==> config.mk <==
export PLATFORM = sky130hd
export DESIGN_NAME = node_share_arbiter
export DESIGN_NICKNAME = d
export VERILOG_FILES = /design/src/rtl/node_pkg.sv /design/src/rtl/node_share_arbiter_rr_pick.sv /design/src/rtl/node_share_arbiter.sv
export SDC_FILE = /design/constraint.sdc
export NUM_CORES = 1
export LEC_CHECK = 0
export ABC_AREA = 0
export BUFFER_PORTS_ARGS = -buffer_cell sky130_fd_sc_hd__buf_2
export CORE_MARGIN = 4
export CORE_UTILIZATION = 51
export CTS_CLUSTER_DIAMETER = 120
export CTS_CLUSTER_SIZE = 20
export DETAILED_ROUTE_END_ITERATION = 10
export PLACE_DENSITY = 0.86
export SYNTH_ARGS = -nofsm -noshare
export SYNTH_HDL_FRONTEND = slang
export SYNTH_SLANG_ARGS = --single-unit
==> constraint.sdc <==
create_clock -name CLK -period 7.1 [get_ports CLK]
set_input_delay 0.355 -clock CLK [delete_from_list [all_inputs] [get_ports CLK]]
set_output_delay 0.355 -clock CLK [all_outputs]
set_load 0.005 [all_outputs]
==> src/rtl/node_pkg.sv <==
// Shared definitions for the node-sharing arbiter slice.
// State encodings and widths used by the arbiter and its picker.
package node_pkg;

    localparam int WIDTH_DEF = 16;
    localparam int WD_W      = 16;

    typedef enum logic [2:0] {
        S_IDLE  = 3'd0,
        S_START = 3'd1,
        S_WAIT  = 3'd2,
        S_DONE  = 3'd3,
        S_ABORT = 3'd4
    } state_t;

endpackage

==> src/rtl/node_share_arbiter_rr_pick.sv <==
// Round-robin priority encoder: first set request at or after ptr.
// Purely combinational; returns one-hot, index and valid.
module rr_pick
    import node_pkg::*;
#(
    parameter int NREQ = 4,
    parameter int PW   = (NREQ > 1) ? $clog2(NREQ) : 1
) (
    input  logic [NREQ-1:0] req,
    input  logic [PW-1:0]   ptr,
    output logic [NREQ-1:0] onehot,
    output logic [PW-1:0]   idx,
    output logic            valid
);

    always_comb begin
        int          j;
        logic [PW-1:0] jx;
        onehot = '0;
        idx    = '0;
        valid  = 1'b0;
        j      = 0;
        jx     = '0;
        // Walk from farthest to nearest so the nearest hit wins.
        for (int k = NREQ - 1; k >= 0; k--) begin
            j = int'(ptr) + k;
            if (j >= NREQ) j = j - NREQ;
            jx = PW'(j);
            if (req[jx]) begin
                onehot     = '0;
                onehot[jx] = 1'b1;
                idx        = jx;
                valid      = 1'b1;
            end
        end
    end

endmodule

==> src/rtl/node_share_arbiter.sv <==
// Shares one start/ready operator node between NREQ requesters.
// Round-robin grant, operand latch, start handshake, watchdog abort.
module node_share_arbiter
    import node_pkg::*;
#(
    parameter int NREQ    = 4,
    parameter int WIDTH   = WIDTH_DEF,
    parameter int TIMEOUT = 65535
) (
    input  logic                  CLK,
    input  logic                  RST,
    input  logic [NREQ-1:0]       REQ,
    input  logic [NREQ*WIDTH-1:0] OPA,
    input  logic [NREQ*WIDTH-1:0] OPB,
    output logic [NREQ-1:0]       GNT,
    output logic [NREQ-1:0]       DONE,
    output logic                  ERR,
    output logic [WIDTH-1:0]      RES_OUT,
    output logic                  BUSY,
    output logic                  N_RST,
    output logic                  N_ST,
    output logic [WIDTH-1:0]      N_IN0,
    output logic [WIDTH-1:0]      N_IN1,
    input  logic                  N_RD,
    input  logic [WIDTH-1:0]      N_RES
);

    localparam int PW = (NREQ > 1) ? $clog2(NREQ) : 1;
    localparam logic [WD_W-1:0] WD_LAST = WD_W'(TIMEOUT - 1);

    state_t            state;
    state_t            state_nxt;
    logic [PW-1:0]     ptr;
    logic [PW-1:0]     win;
    logic [PW-1:0]     ptr_adv;
    logic [NREQ-1:0]   gnt_q;
    logic [WD_W-1:0]   wd;
    logic              rd_q;
    logic              n_st_q;
    logic [WIDTH-1:0]  res_q;
    logic [WIDTH-1:0]  in0_q;
    logic [WIDTH-1:0]  in1_q;
    logic [NREQ-1:0]   pk_oh;
    logic [PW-1:0]     pk_idx;
    logic              pk_vld;
    logic              wd_hit;
    logic              rd_rise;

    rr_pick #(
        .NREQ (NREQ),
        .PW   (PW)
    ) u_pick (
        .req    (REQ),
        .ptr    (ptr),
        .onehot (pk_oh),
        .idx    (pk_idx),
        .valid  (pk_vld)
    );

    assign wd_hit  = (wd == WD_LAST);
    assign rd_rise = N_RD & ~rd_q;
    assign ptr_adv = (int'(win) == NREQ - 1) ? '0 : win + 1'b1;

    always_comb begin
        state_nxt = state;
        unique case (state)
            S_IDLE: begin
                if (pk_vld && N_RD) state_nxt = S_START;
            end
            S_START: begin
                if (n_st_q && !N_RD) state_nxt = S_WAIT;
                else if (wd_hit)     state_nxt = S_ABORT;
            end
            S_WAIT: begin
                // A finished result beats a simultaneous watchdog expiry.
                if (rd_rise)     state_nxt = S_DONE;
                else if (wd_hit) state_nxt = S_ABORT;
            end
            S_DONE:  state_nxt = S_IDLE;
            S_ABORT: state_nxt = S_IDLE;
            default: state_nxt = S_IDLE;
        endcase
    end

    always_ff @(posedge CLK) begin
        if (RST) begin
            state  <= S_IDLE;
            ptr    <= '0;
            win    <= '0;
            gnt_q  <= '0;
            rd_q   <= 1'b1;
            n_st_q <= 1'b0;
            wd     <= '0;
            res_q  <= '0;
            in0_q  <= '0;
            in1_q  <= '0;
        end else begin
            state  <= state_nxt;
            rd_q   <= N_RD;
            n_st_q <= (state == S_START) && (state_nxt == S_START);
            if (state_nxt != state)
                wd <= '0;
            else if (state == S_START || state == S_WAIT)
                wd <= wd + 1'b1;
            if (state == S_IDLE && state_nxt == S_START) begin
                gnt_q <= pk_oh;
                win   <= pk_idx;
                in0_q <= OPA[int'(pk_idx)*WIDTH +: WIDTH];
                in1_q <= OPB[int'(pk_idx)*WIDTH +: WIDTH];
            end
            if (state == S_WAIT && state_nxt == S_DONE)
                res_q <= N_RES;
            if (state_nxt == S_ABORT)
                res_q <= '0;
            if (state == S_DONE || state == S_ABORT) begin
                gnt_q <= '0;
                ptr   <= ptr_adv;
            end
        end
    end

    assign GNT     = gnt_q;
    assign DONE    = (state == S_DONE || state == S_ABORT) ? gnt_q : '0;
    assign ERR     = (state == S_ABORT);
    assign BUSY    = (state != S_IDLE);
    assign N_RST   = RST | (state == S_ABORT);
    assign N_ST    = n_st_q;
    assign N_IN0   = in0_q;
    assign N_IN1   = in1_q;
    assign RES_OUT = res_q;

endmodule
# Yosys cells after proc, flatten, opt, wreduce, memory -nomap -nowiden
# Index checks and enable logic that the tools add are counted.
[totals] regBits=77 latchBits=0 ram_bits=0 romBits=0 in_bits=151 wordCells=102 mem_count=0
[classes] addsub=9 multipliers=0 div_mod_pow=0 n_lt_le_gt_ge=12 eq_ne=10 n_shift=2 mux=39 bitwise=3 reduce_logical=17
[ops] op="variable part select 64 x 7 -> 16 bit" count=2
[ops] op="two-way mux 4 bit" count=5
[ops] op="two-way mux 2 bit" count=9
[ops] op="adder 16 x 1 -> 16 bit, second input constant" count=1
[ops] op="equality test 16 bit, second input constant" count=1
[ops] op="less-than comparator 2 x 3 -> 1 bit, second input constant" count=4
[ops] op="two-way mux 1 bit" count=12
[ops] op="two-way mux 3 bit" count=4
[ops] op="equality test 3 x 2 -> 1 bit, second input constant" count=3
[ops] op=">= comparator 3 bit, second input constant" count=3
[ops] op="logical AND 1 bit" count=9
[ops] op="case mux 3 bit (3 select lines)" count=1
[ops] op="binary-select mux 1 bit (select 2 bit)" count=4
[ops] op="demux 1 bit (select 2 bit)" count=4
[ops] op=">= comparator 2 x 1 -> 1 bit, second input constant" count=4
[ops] op="subtractor 2 x 1 -> 2 bit, second input constant" count=4
[ops] op="adder 2 x 2 -> 3 bit, second input constant" count=2
[ops] op="equality test 3 x 1 -> 1 bit, second input constant" count=2
[ops] op="equality test 3 bit, second input constant" count=2
[ops] op="OR reduction 2 bit" count=3
[ops] op="adder 2 x 1 -> 3 bit, second input constant" count=1
[ops] op=">= comparator 2 x 3 -> 1 bit, second input constant" count=1
[ops] op="zero test 3 bit" count=1
[ops] op="!= test 3 bit" count=1
[ops] op="8 further kinds" count=9

# Longest topological paths before layout
[depth] word_depth=14 mapped_depth=10

# Hierarchy
# From an unflattened synthesis, not the netlist that was laid out.
[hier_totals] cells_unflattened=495 hier_area_um2=4468.0
[modules_own_cells] mod="node_share_arbiter" n_inst=1 cells_per_inst=410 area_each_um2=3784.9
[modules_own_cells] mod="rr_pick" n_inst=1 cells_per_inst=85 area_each_um2=683.2

# Least setup slack after synthesis
# No wires, ideal clock.
[synth_timing] kind="reg-to-reg" startpoint="reg ptr[0]" endpoint="reg in0_q[10], in the netlist N_IN0[10]" arrival_ns=2.379 slack_ns=4.593 stages_incl_launch_ff=11 n_path_buf=2 path_cell_list="dfxtp_1 -> inv_1 -> ha_1 -> inv_1 -> a221o_2 -> a31oi_1 -> o22a_2 -> buf_8 -> buf_6 -> mux2i_1 -> o221ai_2"
[synth_between] elab_chain_cells=14 elab_cells_between_ends=37 classes_between="7 x add/sub; 4 x order compare; 1 x eq/ne; 1 x shift; 22 x mux; 2 x reduce/logical"
[synth_rtl] item="start: declaration" line_no="node_share_arbiter.sv:33" text="logic [PW-1:0] ptr;"
[synth_rtl] item="start signal: assignment" line_no="node_share_arbiter.sv:117" text="ptr <= ptr_adv;"
[synth_rtl] item="parallel branches: the longest is 14 deep, another holds adder 2 x 2 -> 3 bit"
[synth_rtl] item="end signal: assignment" line_no="node_share_arbiter.sv:108" text="in0_q <= OPA[int'(pk_idx)*WIDTH +: WIDTH];"
[synth_rtl] item="end: declaration" line_no="node_share_arbiter.sv:41" text="logic [WIDTH-1:0] in0_q;"
# Several ways; the timed one is not identified. The select of a mux whose other input is x is not followed.
# A chain may end at the register's enable or synchronous reset.

# Worst setup path after layout
[layout_timing] startpoint="reg ptr[0]" endpoint="reg in0_q[13], in the netlist N_IN0[13]"
# The elaborated chain is that of the path after synthesis.

==> out/results.ini <==
[clock_tree]
cts_hold_buf=0
ctsResizeCount=0
clock-sinks=77
cts_tree=built
root_buffer=clkbuf_8
cts_setup_buffers=0
clk_pin_slew_worst_paths_ps=90
numCtsBuffers=9
insertion_delay_ps=350
cts-htree-levels=3
clk_path_buf_depth=2

[synth]
synth-seq-cells=77
synth_edf_count=0
synth_area_um2=4510
synth_nets=624
synthFlopType=dfxtp_1
yosysWarnings=0
synthArstFlopShare_pct=0
syn_area_per_cell_um2=9.77
synth-seq-area-share_pct=34.1
synth_cell_types=55
postSynthCellCount=462

[placement]
hpwlAfterDp_um=9640
dp_cells=751
place_congestion=0.806
pre_cts_ws_ps=3150
io_buffers=210
placed_area_um2=5440

[cells_and_area]
nets=816
fin_area_um2=5650
final_cells=769
syn_to_final_growth_pct=25.1
nFillCells=696
drive_above_1_share_pct=42.8

[timing]
period_needed_ps=3900
final_hold_viol_count=0
clock.fmax_mhz=256
worst_slew_pin_slew_ps=1090
layout_setup_ws_ps=3200
setup_tns_ps=0
clock-skew-final_ps=11.5
rsz0062_at_grt=false
finalCritPeriodShare_pct=54.9
slew_viol_final=0
relSlewSlack_pct=27.2
whs_ps=229
setup_viol=0

[floorplanning]
ios=211
num_rows=34
die_h_um=102
die_w_um=102
start_util_pct=52.0
dieArea_um2=10400
coreArea_um2=8680

[outcome]
outcome=finished, final reports clean

[run]
drv_cap=0

[route]
via_count=4235
postRouteWirelength_um=12600
drt_iter0_markers=118
dr.pass1.iters=4
wl_per_cell_um=16.4
ant_nets=0
drc=0
post_drt_via_cell_ratio=5.51

[worst_hold_path]
min-delay-start=N_RES[13]
hold_depth=3
holdCritPathClass=in2reg
hold_path_end=RES_OUT[13]$_SDFFE_PP0P_

[worst_setup_path]
rr_worst_depth=8
cpMostUsedCell=inv_1
start_kind=flop
r2r-start=ptr[0]$_SDFFE_PP0P_
cpPeakStageDelay_ps=870
required_ps=7310
endpoint_kind=flop
reg2reg_slack_ps=3200
worstPathCellList=inv_1, ha_1, inv_1, a221o_2, a31oi_1, o22a_4, mux2i_1, o221ai_2
crit_type=reg2reg
slowest_stage=o22a_4
arrival_ps=4110
crit_start=ptr[0]$_SDFFE_PP0P_
crit_fanout=65
reg2reg_to=N_IN0[13]$_SDFFE_PP0P_

[global_route]
antenna_found_initial=1
grt_pass1_vias=3992
grt-ovfl-total=0
grt_max_degree=66
grt_util_all_layers_pct=22.3
grt_pass1_wl_um=18700

[pwr]
ir_worst_vdd_v=0.000123
p_leak_nw=2.80
p_per_area_nw_per_um2=177

layout by cell type (no fill, tap or decap), types with 3 or more instances in the layout:
master | netlist | final
and4_1 | 3 | 3
xnor2_1 | 6 | 6
inv_6 | 0 | 3
a21oi_1 | 28 | 28
a211o_1 | 4 | 4
xor2_1 | 9 | 9
inv_1 | 10 | 10
and2_1 | 7 | 7
dfxtp_1 | 77 | 77
clkbuf_8 | 0 | 9
buf_2 | 6 | 210
nand2_1 | 79 | 79
a211oi_1 | 3 | 3
nor2_1 | 33 | 32
or2_2 | 3 | 3
nand3b_1 | 3 | 3
nor3_1 | 3 | 3
mux2i_1 | 66 | 66
a221o_2 | 5 | 5
nor3b_1 | 4 | 3
ha_1 | 11 | 11
nand2b_1 | 7 | 7
nand4_1 | 6 | 6
o221ai_2 | 30 | 30
sequential cells by signal, indices dropped and copies added (netlist names):
register  cells
GNT           4
N_IN0        16
N_ST          1
RES_OUT      16
ptr           2
N_IN1        16
win           2
state         3
rd_q          1
wd           16
worst max-delay path, delay by kind of cell (launching register included):
| kind | cells | cell delay [ps] |
|---|---|---|
| AOI/OAI and AO/OA | 4 | 1560 |
| muxes | 1 | 520 |
| buffers and inverters | 2 | 410 |
| adders and majority gates | 1 | 470 |
| DFF | 1 | 770 |
cell families after synthesis:
logic type / share of synthesized area (%)
compound gates: 18.7
xor+xnor: 2.91
fa+ha+maj: 3.05
buf+inv: 7.15
flops: 34.1
mux: 16.5
simple gates: 17.5
power breakdown:
part | internal (W) | switching (W) | total, W | leakage [nW]
combinational | 0.0000917 | 0.0000928 | 0.000185 | 2.06
clock | 0.000169 | 0.000179 | 0.000348 | 0.107
sequential | 0.000454 | 0.0000135 | 0.000467 | 0.627
total | 0.000714 | 0.000286 | 0.00100 | 2.80
worst max-delay path by stage:
stage / endpoint / slack (ps) / cells past startpoint
6_report: N_IN0[13]$_SDFFE_PP0P_ / 3200 / 8
5_1_grt: N_IN0[13]$_SDFFE_PP0P_ / 2910 / 8
4_1_cts: N_IN0[13]$_SDFFE_PP0P_ / 3150 / 8
3_5_place_dp: N_IN0[13]$_SDFFE_PP0P_ / 3150 / 8
3_3_place_gp: N_IN0[13]$_SDFFE_PP0P_ / 3340 / 8
2_1_floorplan: N_IN0[10]$_SDFFE_PP0P_ / 4590 / 10
through the flow:
| stage | util (%) | power [W] |
|---|---|---|
| global route | 65.1 | 0.00104 |
| global placement | 62.7 | 0.000654 |
| detailed placement | 62.7 | 0.000662 |
| finish | 65.1 | 0.00100 |
| CTS | 65.0 | 0.00101 |
| floorplan | - | 0.000589 |
cell usage after synthesis (8+ instances only):
| library cell | instances | area (um^2) |
|---|---|---|
| clkbuf_1 | 8 | 30.0 |
| o221ai_2 | 30 | 450 |
| inv_1 | 10 | 37.5 |
| ha_1 | 11 | 138 |
| dfxtp_1 | 77 | 1540 |
| buf_6 | 8 | 90.1 |
| mux2i_1 | 66 | 661 |
| nand2_1 | 79 | 297 |
| a21oi_1 | 28 | 140 |
| xor2_1 | 9 | 78.8 |
| nor2_1 | 33 | 124 |
final cells by class:
type / instances / area, um^2 / area share, %
inverters: 10 / 37.5 / 0.665
diodes: 2 / 5.00 / 0.0886
well taps: 108 / 135 / 2.39
clock buffers: 9 / 124 / 2.19
flip-flops and latches: 77 / 1540 / 27.3
multi-input cells: 345 / 2670 / 47.2
repair buffers: 211 / 1060 / 18.7
clock inverters: 7 / 81.3 / 1.44
per-layer routing:
layer | up-vias | track usage (%) | wire, um
li1 | 2057 | - | -
met1 | 1989 | 26.2 | 4830
met2 | 157 | 39.9 | 6490
met3 | 32 | 4.37 | 932
met4 | 0 | 8.68 | 321
met5 | - | 0 | 0
No activity file was read; power rests on OpenSTA's default activity.
